[config.mk]
export PLATFORM = sky130hd
export DESIGN_NAME = pipelined_adder_sub
export DESIGN_NICKNAME = d
export VERILOG_FILES = /design/src/rtl/pipelined_adder_sub.sv
export SDC_FILE = /design/constraint.sdc
export NUM_CORES = 1
export LEC_CHECK = 0
export CORE_ASPECT_RATIO = 1.75
export CORE_MARGIN = 5
export CORE_UTILIZATION = 55
export CTS_CLUSTER_SIZE = 40
export DETAILED_ROUTE_END_ITERATION = 10
export PLACE_DENSITY = 0.8
export SYNTH_ARGS = -nofsm -noshare
export SYNTH_HDL_FRONTEND = slang
export SYNTH_SLANG_ARGS = --single-unit
[constraint.sdc]
create_clock -name clk -period 3 [get_ports clk]
set_input_delay 0.9 -clock clk [delete_from_list [all_inputs] [get_ports clk]]
set_output_delay 0.9 -clock clk [all_outputs]
set_load 0.005 [all_outputs]
[src/rtl/pipelined_adder_sub.sv]
// pipelined_adder_sub: WIDTH-bit adder/subtractor cut into CHUNK-bit slices,
// with one slice per pipeline stage and the carry registered between stages.
// Each stage register holds three things. The first is the operand slices
// that are still to be added, right-aligned so that the next stage always
// takes bits [CHUNK-1:0]. The second is the result slices finished so far,
// shifted in from the top so that slice 0 lands at bit 0 after the last stage.
// The third is the carry and the operand sign bits used for the overflow flag.
// The whole chain stalls globally whenever the output is held.
module pipelined_adder_sub #(
    parameter int WIDTH = 16,
    parameter int CHUNK = 4
) (
    input  logic             clk,
    input  logic             rst_n,
    input  logic             in_valid,
    output logic             in_ready,
    input  logic [WIDTH-1:0] a,
    input  logic [WIDTH-1:0] b,
    input  logic             cin,
    input  logic             sub,
    output logic             out_valid,
    input  logic             out_ready,
    output logic [WIDTH-1:0] s,
    output logic             cout,
    output logic             ovf
);

    localparam int STAGES = WIDTH / CHUNK;
    localparam int LAST   = STAGES - 1;

    logic             adv;
    logic [WIDTH-1:0] b_eff;

    // Stage inputs: the ports for stage 0, the previous stage register otherwise
    logic [WIDTH-1:0] a_in  [STAGES];
    logic [WIDTH-1:0] b_in  [STAGES];
    logic [WIDTH-1:0] r_in  [STAGES];
    logic             c_in  [STAGES];
    logic             v_in  [STAGES];
    logic             am_in [STAGES];
    logic             bm_in [STAGES];

    // Stage registers and their next-state values
    logic [WIDTH-1:0] a_d  [STAGES];
    logic [WIDTH-1:0] a_q  [STAGES];
    logic [WIDTH-1:0] b_d  [STAGES];
    logic [WIDTH-1:0] b_q  [STAGES];
    logic [WIDTH-1:0] r_d  [STAGES];
    logic [WIDTH-1:0] r_q  [STAGES];
    logic             c_d  [STAGES];
    logic             c_q  [STAGES];
    logic             v_d  [STAGES];
    logic             v_q  [STAGES];
    logic             am_d [STAGES];
    logic             am_q [STAGES];
    logic             bm_d [STAGES];
    logic             bm_q [STAGES];

    // Global stall control and the subtract conditioning of operand B and the carry
    always_comb begin
        adv   = !v_q[LAST] || out_ready;
        b_eff = sub ? ~b : b;
    end

    // Wire each stage to its source: the conditioned operands for stage 0, the previous stage otherwise
    always_comb begin
        a_in[0]  = a;
        b_in[0]  = b_eff;
        r_in[0]  = '0;
        c_in[0]  = sub ^ cin;
        v_in[0]  = in_valid;
        am_in[0] = a[WIDTH-1];
        bm_in[0] = b_eff[WIDTH-1];
        for (int k = 1; k < STAGES; k++) begin
            a_in[k]  = a_q[k-1];
            b_in[k]  = b_q[k-1];
            r_in[k]  = r_q[k-1];
            c_in[k]  = c_q[k-1];
            v_in[k]  = v_q[k-1];
            am_in[k] = am_q[k-1];
            bm_in[k] = bm_q[k-1];
        end
    end

    // Per-stage slice addition; data loads only when a valid op moves in, so outputs hold across bubbles
    always_comb begin : stage_calc
        logic [CHUNK:0] tot;
        tot = '0;
        for (int k = 0; k < STAGES; k++) begin
            tot = {1'b0, a_in[k][CHUNK-1:0]} + {1'b0, b_in[k][CHUNK-1:0]}
                + {{CHUNK{1'b0}}, c_in[k]};
            if (adv && v_in[k]) begin
                a_d[k]  = a_in[k] >> CHUNK;
                b_d[k]  = b_in[k] >> CHUNK;
                r_d[k]  = (r_in[k] >> CHUNK) | (WIDTH'(tot[CHUNK-1:0]) << (WIDTH - CHUNK));
                c_d[k]  = tot[CHUNK];
                am_d[k] = am_in[k];
                bm_d[k] = bm_in[k];
            end else begin
                a_d[k]  = a_q[k];
                b_d[k]  = b_q[k];
                r_d[k]  = r_q[k];
                c_d[k]  = c_q[k];
                am_d[k] = am_q[k];
                bm_d[k] = bm_q[k];
            end
            v_d[k] = adv ? v_in[k] : v_q[k];
        end
    end

    // Stage registers; reset clears every valid bit and all stored data
    always_ff @(posedge clk) begin
        if (!rst_n) begin
            for (int k = 0; k < STAGES; k++) begin
                a_q[k]  <= '0;
                b_q[k]  <= '0;
                r_q[k]  <= '0;
                c_q[k]  <= 1'b0;
                v_q[k]  <= 1'b0;
                am_q[k] <= 1'b0;
                bm_q[k] <= 1'b0;
            end
        end else begin
            for (int k = 0; k < STAGES; k++) begin
                a_q[k]  <= a_d[k];
                b_q[k]  <= b_d[k];
                r_q[k]  <= r_d[k];
                c_q[k]  <= c_d[k];
                v_q[k]  <= v_d[k];
                am_q[k] <= am_d[k];
                bm_q[k] <= bm_d[k];
            end
        end
    end

    // Outputs come straight from the last stage register
    always_comb begin
        in_ready  = adv;
        out_valid = v_q[LAST];
        s         = r_q[LAST];
        cout      = c_q[LAST];
        ovf       = (am_q[LAST] == bm_q[LAST]) && (r_q[LAST][WIDTH-1] != am_q[LAST]);
    end

endmodule

== After elaboration in Yosys (flattened, before gate mapping) ==
Memories as Yosys holds them, arrays and structs flattened.
Cells that the tools add are included.
Storage, ports and cells
  register bits after elaboration: 0
  bits in writable memories: 208
  input bits: 38
  output and inout port bits: 20
  word-level logic and storage cells: 118
  memories kept: 7
Cells by class
  add/subtract/negate cells: 8
  equal/unequal tests: 3
  mux-type cells: 59
  bitwise operators: 33
  reductions and logical operators: 8
Memory list
  a_q: depth 4, bits a word 16, rd ports 3, clocked after Yosys merged registers in 0, write ports 4, line 45  | logic [WIDTH-1:0] a_q [STAGES];
  b_q: depth 4, bits a word 16, rd ports 3, clocked after Yosys merged registers in 0, write ports 4, line 47  | logic [WIDTH-1:0] b_q [STAGES];
  r_q: depth 4, bits a word 16, rd ports 4, clocked after Yosys merged registers in 0, write ports 4, line 49  | logic [WIDTH-1:0] r_q [STAGES];
  am_q: depth 4, bits a word 1, rd ports 4, clocked after Yosys merged registers in 0, write ports 4, line 55  | logic am_q [STAGES];
  bm_q: depth 4, bits a word 1, rd ports 4, clocked after Yosys merged registers in 0, write ports 4, line 57  | logic bm_q [STAGES];
  c_q: depth 4, bits a word 1, rd ports 4, clocked after Yosys merged registers in 0, write ports 4, line 51  | logic c_q [STAGES];
  1 more memories
Operators with widths (number)
  $mux 16: 25
  $or 12x16->16: 3
  $mux 1: 34
  $or 1x1->1: 28
  $add 4x4->5: 4
  $add 5x1->5: 4
  $not 16->16: 1
  $logic_and 1x1->1: 5
  $reduce_and 2->1: 1
  $eq 1x1->1: 1
  $logic_not 1->1: 1
  $logic_or 1x1->1: 1
  $ne 1x1->1: 1
  $ne 1x1->1 const B: 1
  $xor 1x1->1: 1

== Logic depth before layout (Yosys ltp) ==
Gate-level depths: netlist of run 1.
An unclocked memory read counts as a cell.
  depth after elaboration: 7
  depth in mapped cells: 9
  depth with buffers taken out: 7

== Worst setup path after synthesis of run 1 ==
OpenSTA, ideal clock, no wires.
  kind: in2reg
  from: input sub
  to: memory c_q[0][0]
  arrival: 2.453 ns
  data required time: 2.863 ns
  slack: 0.410 ns
  stages: 9
  path buffers: 2
  cells stage by stage: buf_4 > buf_4 > xnor2_1 > fa_1 > inv_1 > fa_1 > a21o_1 > a21oi_1 > a211oi_1
RTL lines
  start: declaration: line 20  | input logic sub,
  end: declaration: line 51

== Final worst setup path of run 1 ==
  from: input out_ready
  to: output in_ready
On the way
  longest elaborated chain between the ends: 1
Ends and longest elaborated chain
  start: declaration: line 22  | input logic out_ready,
  $logic_or 1x1->1: line 61  | adv = !v_q[LAST] || out_ready;
  end: declaration: line 16  | output logic in_ready,
No other way between the ends.

==> metrics.md, run 1 <==
| Metric | Value |
|---|---|
| Complex-gate fraction of the synthesized area | `25.5%` |
| NetSw | `0.636 mW` |
| Port Buffers | `57` |
| First-pass GRT wire length | `16300 um` |
| Post-synthesis cell type count | `38` |
| Area Growth Syn to Fin | `18.2%` |
| Die area | `10200 um^2` |
| Post-DRT Antenna Nets | `0` |
| Clock root buffer | `clkbuf_16` |
| Max-slew headroom | `51.9%` |
| EDFF count, synth | `0` |
| Post-Synth Adder-Cell Area | `6.89%` |
| Simple-gate share of the synthesized area | `12.5%` |
| Worst EP arrival | `2.01 ns` |
| Status | `finished, final reports clean` |
| Unrepaired setup endpoints after global routing | `false` |
| Critical path depth | `4` |
| # diodes | `0` |
| RR Startpoint | `a_q[0][32]$_SDFFE_PN0P_` |
| Starting Density | `56.6%` |
| Vias in the first global route | `3667` |
| GRT Total Usage | `20.1%` |
| CP startpoint kind | `primary input` |
| Main synth FF type | `dfxtp_1` |
| Largest family of logic cells by synthesized area | `compound AO/OA/AOI/OAI gates` |
| Reg2reg end | `r_q[0][62]$_SDFFE_PN0P_` |
| Critical-path cell list | `clkdlybuf4s50_1, nor2b_4, inv_4, clkdlybuf4s50_1` |
| Cell Area, Synth | `4510 um^2` |
| Clock skew | `0.00317 ns` |
| Largest net degree at the start of global routing | `99` |
| Router iterations before antenna repair | `6` |
| Clock Latency Late Sink | `0.34 ns` |
| # clock sinks | `98` |
| Max VDD drop | `334 uV` |
| Hold Path Cell Cnt | `2` |
| Reg clk slew, reported paths | `0.06 ns` |
| CP Buf/Inv Count | `3` |
| P_int | `2.09 mW` |
| CP max FO | `2` |
| Reg2reg path depth | `6` |
| Gpl congestion | `0.856` |
| Hold Buf Count CTS | `0` |
| Clock buffer depth | `2` |
| Ys async rst share | `0%` |
| Final setup margin | `0.0850 ns` |
| Final Max Tran Viols | `0` |
| Hold Path End | `b_q[0][23]$_SDFFE_PN0P_` |
| Flop-to-flop setup slack | `1.21 ns` |
| 1st-iter DRT viols | `313` |
| WL final | `9680 um` |
| Critical path's top delay family | `buffers and inverters` |
| Share of cells above drive strength 1 | `7.25%` |
| Post-route core utilization | `66.9%` |
| Cells after Synth | `517` |
| # setup viols final | `0` |
| Die height | `130 um` |
| Fmax | `0.343 GHz` |
| Setup CP Type | `primary input to primary output` |
| Number of remaining DRC errors | `0` |
| Initial antenna violation count | `0` |
| Avg Inst Size Synth | `8.71 um^2` |
| Remaining global-route overflow | `0` |
| # rows | `43` |
| Setup crit end kind | `primary output` |
| Final period util | `97.2%` |
| FF+latch count, synth | `98` |
| Seq pwr share | `50.6%` |
| Die X-Extent | `78.4 um` |
| Max incr delay on CP | `0.51 ns` |
| Worst path slowest cell | `clkdlybuf4s50_1` |
| Gate power share | `11.0%` |
| Nets | `606` |
| Pre-CTS WS | `0.0794 ns` |
| Drt wl/cell | `15.1 um` |
| Fin. Hold Viols | `0` |
| Clock Power Share | `38.4%` |
| Pwr Density | `513 nW/um^2` |
| Htree depth | `3` |
| Design Power | `2.73 mW` |
| Tightest Pin Transition | `0.722 ns` |
| Max Cap Violations | `0` |
| Post-Syn Nets | `575` |
| Crit path top cell by count | `clkdlybuf4s50_1` |
| Required @ worst endpoint | `2.10 ns` |
| Cts repair resizes | `0` |
| Yosys warns | `0` |
| Sequential-to-total area share from yosys stat | `43.5%` |
| Cts bufs inserted | `9` |
| LEAKAGE | `1.81 nW` |
| Via count | `3819` |
| CTS tree | `yes` |
| Total I/O pin count | `58` |
| Mux cell area share after synthesis | `0%` |
| Fin Setup TNS | `0 ns` |
| Post-synthesis xor/xnor area fraction | `4.08%` |
| DP HPWL | `6630 um` |
| Core area | `7960 um^2` |
| Min Tclk post-route | `2.91 ns` |
| Commonest non-fill, non-tap cells in the layout | `a21oi_1, dfxtp_1, o21ai_0` |
| Hold_sp | `b_q[0][11]$_SDFFE_PN0P_` |
| Vias/cell | `5.95` |
| Switching Share | `23.3%` |
| Hold Worst Slack | `0.463 ns` |
| Post-CTS Setup Repair Bufs | `0` |
| Hold crit path type | `flop to flop` |
==> power groups by stage <==
| stage | combinational, mW | clock (mW) | sequential (mW) |
|---|---|---|---|
| after floorplan | 0.203 | 0 | 1.40 |
| after global placement | 0.290 | 0 | 1.41 |
| after detailed placement | 0.299 | 0 | 1.41 |
| after CTS | 0.301 | 1.07 | 1.38 |
| after global routing | 0.333 | 1.13 | 1.39 |
| final | 0.300 | 1.05 | 1.38 |
==> worst min-delay path: stages, from the launching register on <==
cell and delay (ns):
dfxtp_1 0.31, nand3_1 0.06, a21oi_1 0.05
==> area by class of cell <==
| class | count | area (um^2) |
|---|---|---|
| well taps | 90 | 113 |
| fillers | 679 | 2640 |
| flip-flops and latches | 98 | 1960 |
| clock inverters | 3 | 15.0 |
| multi-input cells | 351 | 2210 |
| inverters | 19 | 73.8 |
| repair buffers | 69 | 698 |
| clock buffers | 12 | 256 |
==> sequential cells by signal (all words and copies together), names as in the netlist <==
register and cells:
r_q 40, b_q 24, a_q 22, c_q 4, v_q 4, am_q 3
bm_q 1
==> synth_stat cells (5+ instances only) <==
library cell,n,share of area [%]
dfxtp_1,98,44
buf_2,22,2.4
fa_1,8,3.6
ha_1,12,3.3
nand2_1,14,1.2
xnor2_1,17,3.3
nand3_1,70,7.8
clkbuf_1,12,1.0
a211oi_1,8,1.3
o21ai_0,71,7.9
a211oi_2,9,2.5
inv_1,16,1.3
buf_4,7,1.2
and2_1,5,0.69
a21oi_1,98,11
nor3_1,7,0.78
==> routing by layer <==
| layer | vias to the layer above | global-route usage, % | share of wire (%) |
|---|---|---|---|
| li1 | 1901 | - | - |
| met1 | 1795 | 21.7 | 39 |
| met2 | 103 | 36.2 | 53 |
| met3 | 20 | 4.63 | 4.7 |
| met4 | 0 | 10.4 | 2.9 |
| met5 | - | 0 | 0 |
==> worst max-delay path by stage <==
stage	slack, ns	start	end
2_1_floorplan	0.41	sub	c_q[0][0]$_SDFFE_PN0P_
3_3_place_gp	0.09	out_ready	in_ready
3_5_place_dp	0.08	out_ready	in_ready
4_1_cts	0.08	out_ready	in_ready
5_1_grt	0.05	out_ready	in_ready
6_report	0.09	out_ready	in_ready
==> cell families (layout without fill, tap and decap cells) <==
group                      Yosys count  after routing
buffers and inverters               68            103
DFF                                 98             98
and+or+nand+nor                    109            109
xor gates and xnor gates            21             21
adders and majority gates           20             20
AOI/OAI and AO/OA                  201            201
==> through the flow <==
| stage | cells | instance area (um^2) |
|---|---|---|
| 2_1_floorplan | 517 | 4510 |
| 3_3_place_gp | 627 | 5050 |
| 3_5_place_dp | 627 | 5050 |
| 4_1_cts | 642 | 5330 |
| 5_1_grt | 642 | 5330 |
| 6_report | 642 | 5330 |
(Power assumes the default switching activity.)
==> run 2: changes to the inputs <==
--- a/config.mk
+++ b/config.mk
@@ -10,7 +10,7 @@
 export CORE_UTILIZATION = 55
 export CTS_CLUSTER_SIZE = 40
 export DETAILED_ROUTE_END_ITERATION = 10
-export PLACE_DENSITY = 0.8
+export PLACE_DENSITY = 0.79
 export SYNTH_ARGS = -nofsm -noshare
 export SYNTH_HDL_FRONTEND = slang
 export SYNTH_SLANG_ARGS = --single-unit
==> constraint.sdc (replaced) <==
create_clock -name clk -period 3 [get_ports clk]
set_input_delay 0.6 -clock clk [delete_from_list [all_inputs] [get_ports clk]]
set_output_delay 0.6 -clock clk [all_outputs]
set_load 0.005 [all_outputs]
==> run 2 against run 1 <==
  * Largest cell class unchanged
  * Critical endpoint unchanged
  * Final area grew 0.28%
  * Sequential share of layout area shrank 0.10 points
  * Non-clock buffer count is the same
  * Power grew 2.5%
==> metrics.md, run 2 (synthesis gave the netlist of run 1 again) <==
| Metric | Value |
|---|---|
| Status | `finished, final reports clean` |
| CTS tree | `yes` |
| Crit path top cell by count | `clkdlybuf4s50_1` |
| CP max FO | `2` |
| Post-CTS Setup Repair Bufs | `0` |
| Clock skew | `0.00397 ns` |
| Design area | `5340 um^2` |
| Clock Latency Late Sink | `0.34 ns` |
| Hold Buf Count CTS | `0` |
| Reg clk slew, reported paths | `0.06 ns` |
| # setup viols final | `0` |
| GRT Total Usage | `20.7%` |
| Cts repair resizes | `0` |
| Hold Path End | `b_q[0][23]$_SDFFE_PN0P_` |
| Final period util | `77.2%` |
| Setup crit end kind | `primary output` |
| Commonest non-fill, non-tap cells in the layout | `a21oi_1, dfxtp_1, o21ai_0` |
| Core area | `7960 um^2` |
| RR Startpoint | `a_q[0][32]$_SDFFE_PN0P_` |
| CP startpoint kind | `primary input` |
| WL final | `10100 um` |
| 1st-iter DRT viols | `354` |
| Die height | `130 um` |
| Die X-Extent | `78.4 um` |
| Number of remaining DRC errors | `0` |
| Gate power share | `10.9%` |
| P_int | `2.16 mW` |
| Clock buffer depth | `2` |
| Critical path's top delay family | `buffers and inverters` |
| NetSw | `0.641 mW` |
| Fin. Hold Viols | `0` |
| Min Tclk post-route | `2.32 ns` |
| Initial antenna violation count | `0` |
| Htree depth | `3` |
| Area Growth Syn to Fin | `18.5%` |
| First-pass GRT wire length | `16800 um` |
| Fmax | `0.432 GHz` |
| Setup CP Type | `primary input to primary output` |
| LEAKAGE | `1.82 nW` |
| Port Buffers | `57` |
| Max Cap Violations | `0` |
| Clock Power Share | `39.8%` |
| Dpl cell area | `5050 um^2` |
| Reg2reg end | `r_q[0][62]$_SDFFE_PN0P_` |
| # clock sinks | `98` |
| Max incr delay on CP | `0.44 ns` |
| Total I/O pin count | `58` |
| Reg2reg path depth | `6` |
| Router iterations before antenna repair | `5` |
| Post-DRT Antenna Nets | `0` |
| Via count | `3869` |
| Unrepaired setup endpoints after global routing | `false` |
| Final Max Tran Viols | `0` |
| Pwr Density | `524 nW/um^2` |
| Remaining global-route overflow | `0` |
| Flop-to-flop setup slack | `1.15 ns` |
| Vias/cell | `6.03` |
| Fin Setup TNS | `0 ns` |
| Max VDD drop | `391 uV` |
| Seq pwr share | `49.3%` |
| Tightest Pin Transition | `0.635 ns` |
| Hold_sp | `b_q[0][11]$_SDFFE_PN0P_` |
| Switching Share | `22.9%` |
| Worst EP arrival | `1.72 ns` |
| CP Buf/Inv Count | `3` |
| Drt wl/cell | `15.7 um` |
| Gpl congestion | `0.837` |
| Hold crit path type | `flop to flop` |
| Die area | `10200 um^2` |
| Starting Density | `56.6%` |
| Share of cells above drive strength 1 | `7.07%` |
| Hold Path Cell Cnt | `2` |
| # diodes | `0` |
| Vias in the first global route | `3788` |
| Clock root buffer | `clkbuf_16` |
| Critical-path cell list | `clkdlybuf4s50_1, nor2b_4, inv_4, clkdlybuf4s50_1` |
| Largest net degree at the start of global routing | `99` |
| Max reg flops | `40` |
| Max-slew headroom | `57.6%` |
| Largest regs | `r_q: 40 flops, b_q: 24 flops, a_q: 22 flops` |
| Largest Register | `r_q` |
| DP HPWL | `6860 um` |
| Nets | `606` |
| Cts bufs inserted | `9` |
| Required @ worst endpoint | `2.40 ns` |
| Worst path slowest cell | `clkdlybuf4s50_1` |
| # rows | `43` |
[run 2: metrics by stage]
stage	utilization (%)	cells	hold slack (ns)	power (mW)	setup WS [ns]
finish	67.1	642	0.468	2.80	0.683
global route	67.1	642	0.490	2.90	0.646
CTS	67.1	642	0.469	2.81	0.673
detailed placement	63.5	627	0.460	1.71	0.363
global placement	63.5	627	0.461	1.70	0.449
floorplan	-	517	0.440	1.60	0.710
[run 2: worst max path at each step]
| stage | from | to | slack (ns) | cells past startpoint |
|---|---|---|---|---|
| 2_1_floorplan | sub | c_q[0][0]$_SDFFE_PN0P_ | 0.71 | 9 |
| 3_3_place_gp | sub | c_q[0][0]$_SDFFE_PN0P_ | 0.45 | 8 |
| 3_5_place_dp | sub | c_q[0][0]$_SDFFE_PN0P_ | 0.36 | 8 |
| 4_1_cts | out_ready | in_ready | 0.67 | 4 |
| 5_1_grt | out_ready | in_ready | 0.65 | 4 |
| 6_report | out_ready | in_ready | 0.68 | 4 |
[run 2: power groups by stage]
stage	clock [mW]	combinational, mW	sequential (mW)
3_5_place_dp	0	0.303	1.41
3_3_place_gp	0	0.290	1.41
5_1_grt	1.18	0.338	1.38
2_1_floorplan	0	0.203	1.40
4_1_cts	1.13	0.305	1.38
6_report	1.11	0.305	1.38
[run 2: layer usage]
layer | track usage (%) | share of wire, %
met1 | 22.4 | 39
met2 | 37.3 | 53
met3 | 3.59 | 4.0
met4 | 12.3 | 4.0
met5 | 0 | 0
[run 2: final cells by class]
cell class / count / area [um^2]
Fill cell: 653 / 2620
Multi-Input combinational cell: 351 / 2210
Sequential cell: 98 / 1960
Timing Repair Buffer: 69 / 698
Clock buffer: 12 / 246
Tap cell: 90 / 113
Inverter: 19 / 73.8
Clock inverter: 3 / 40.0
[run 2: tightest hold or removal path: cells and delay by family, from the launching register on]
| family | cells | cell delay (ns) |
|---|---|---|
| flip-flops | 1 | 0.31 |
| AND/OR/NAND/NOR | 1 | 0.06 |
| AO/OA/AOI/OAI | 1 | 0.05 |
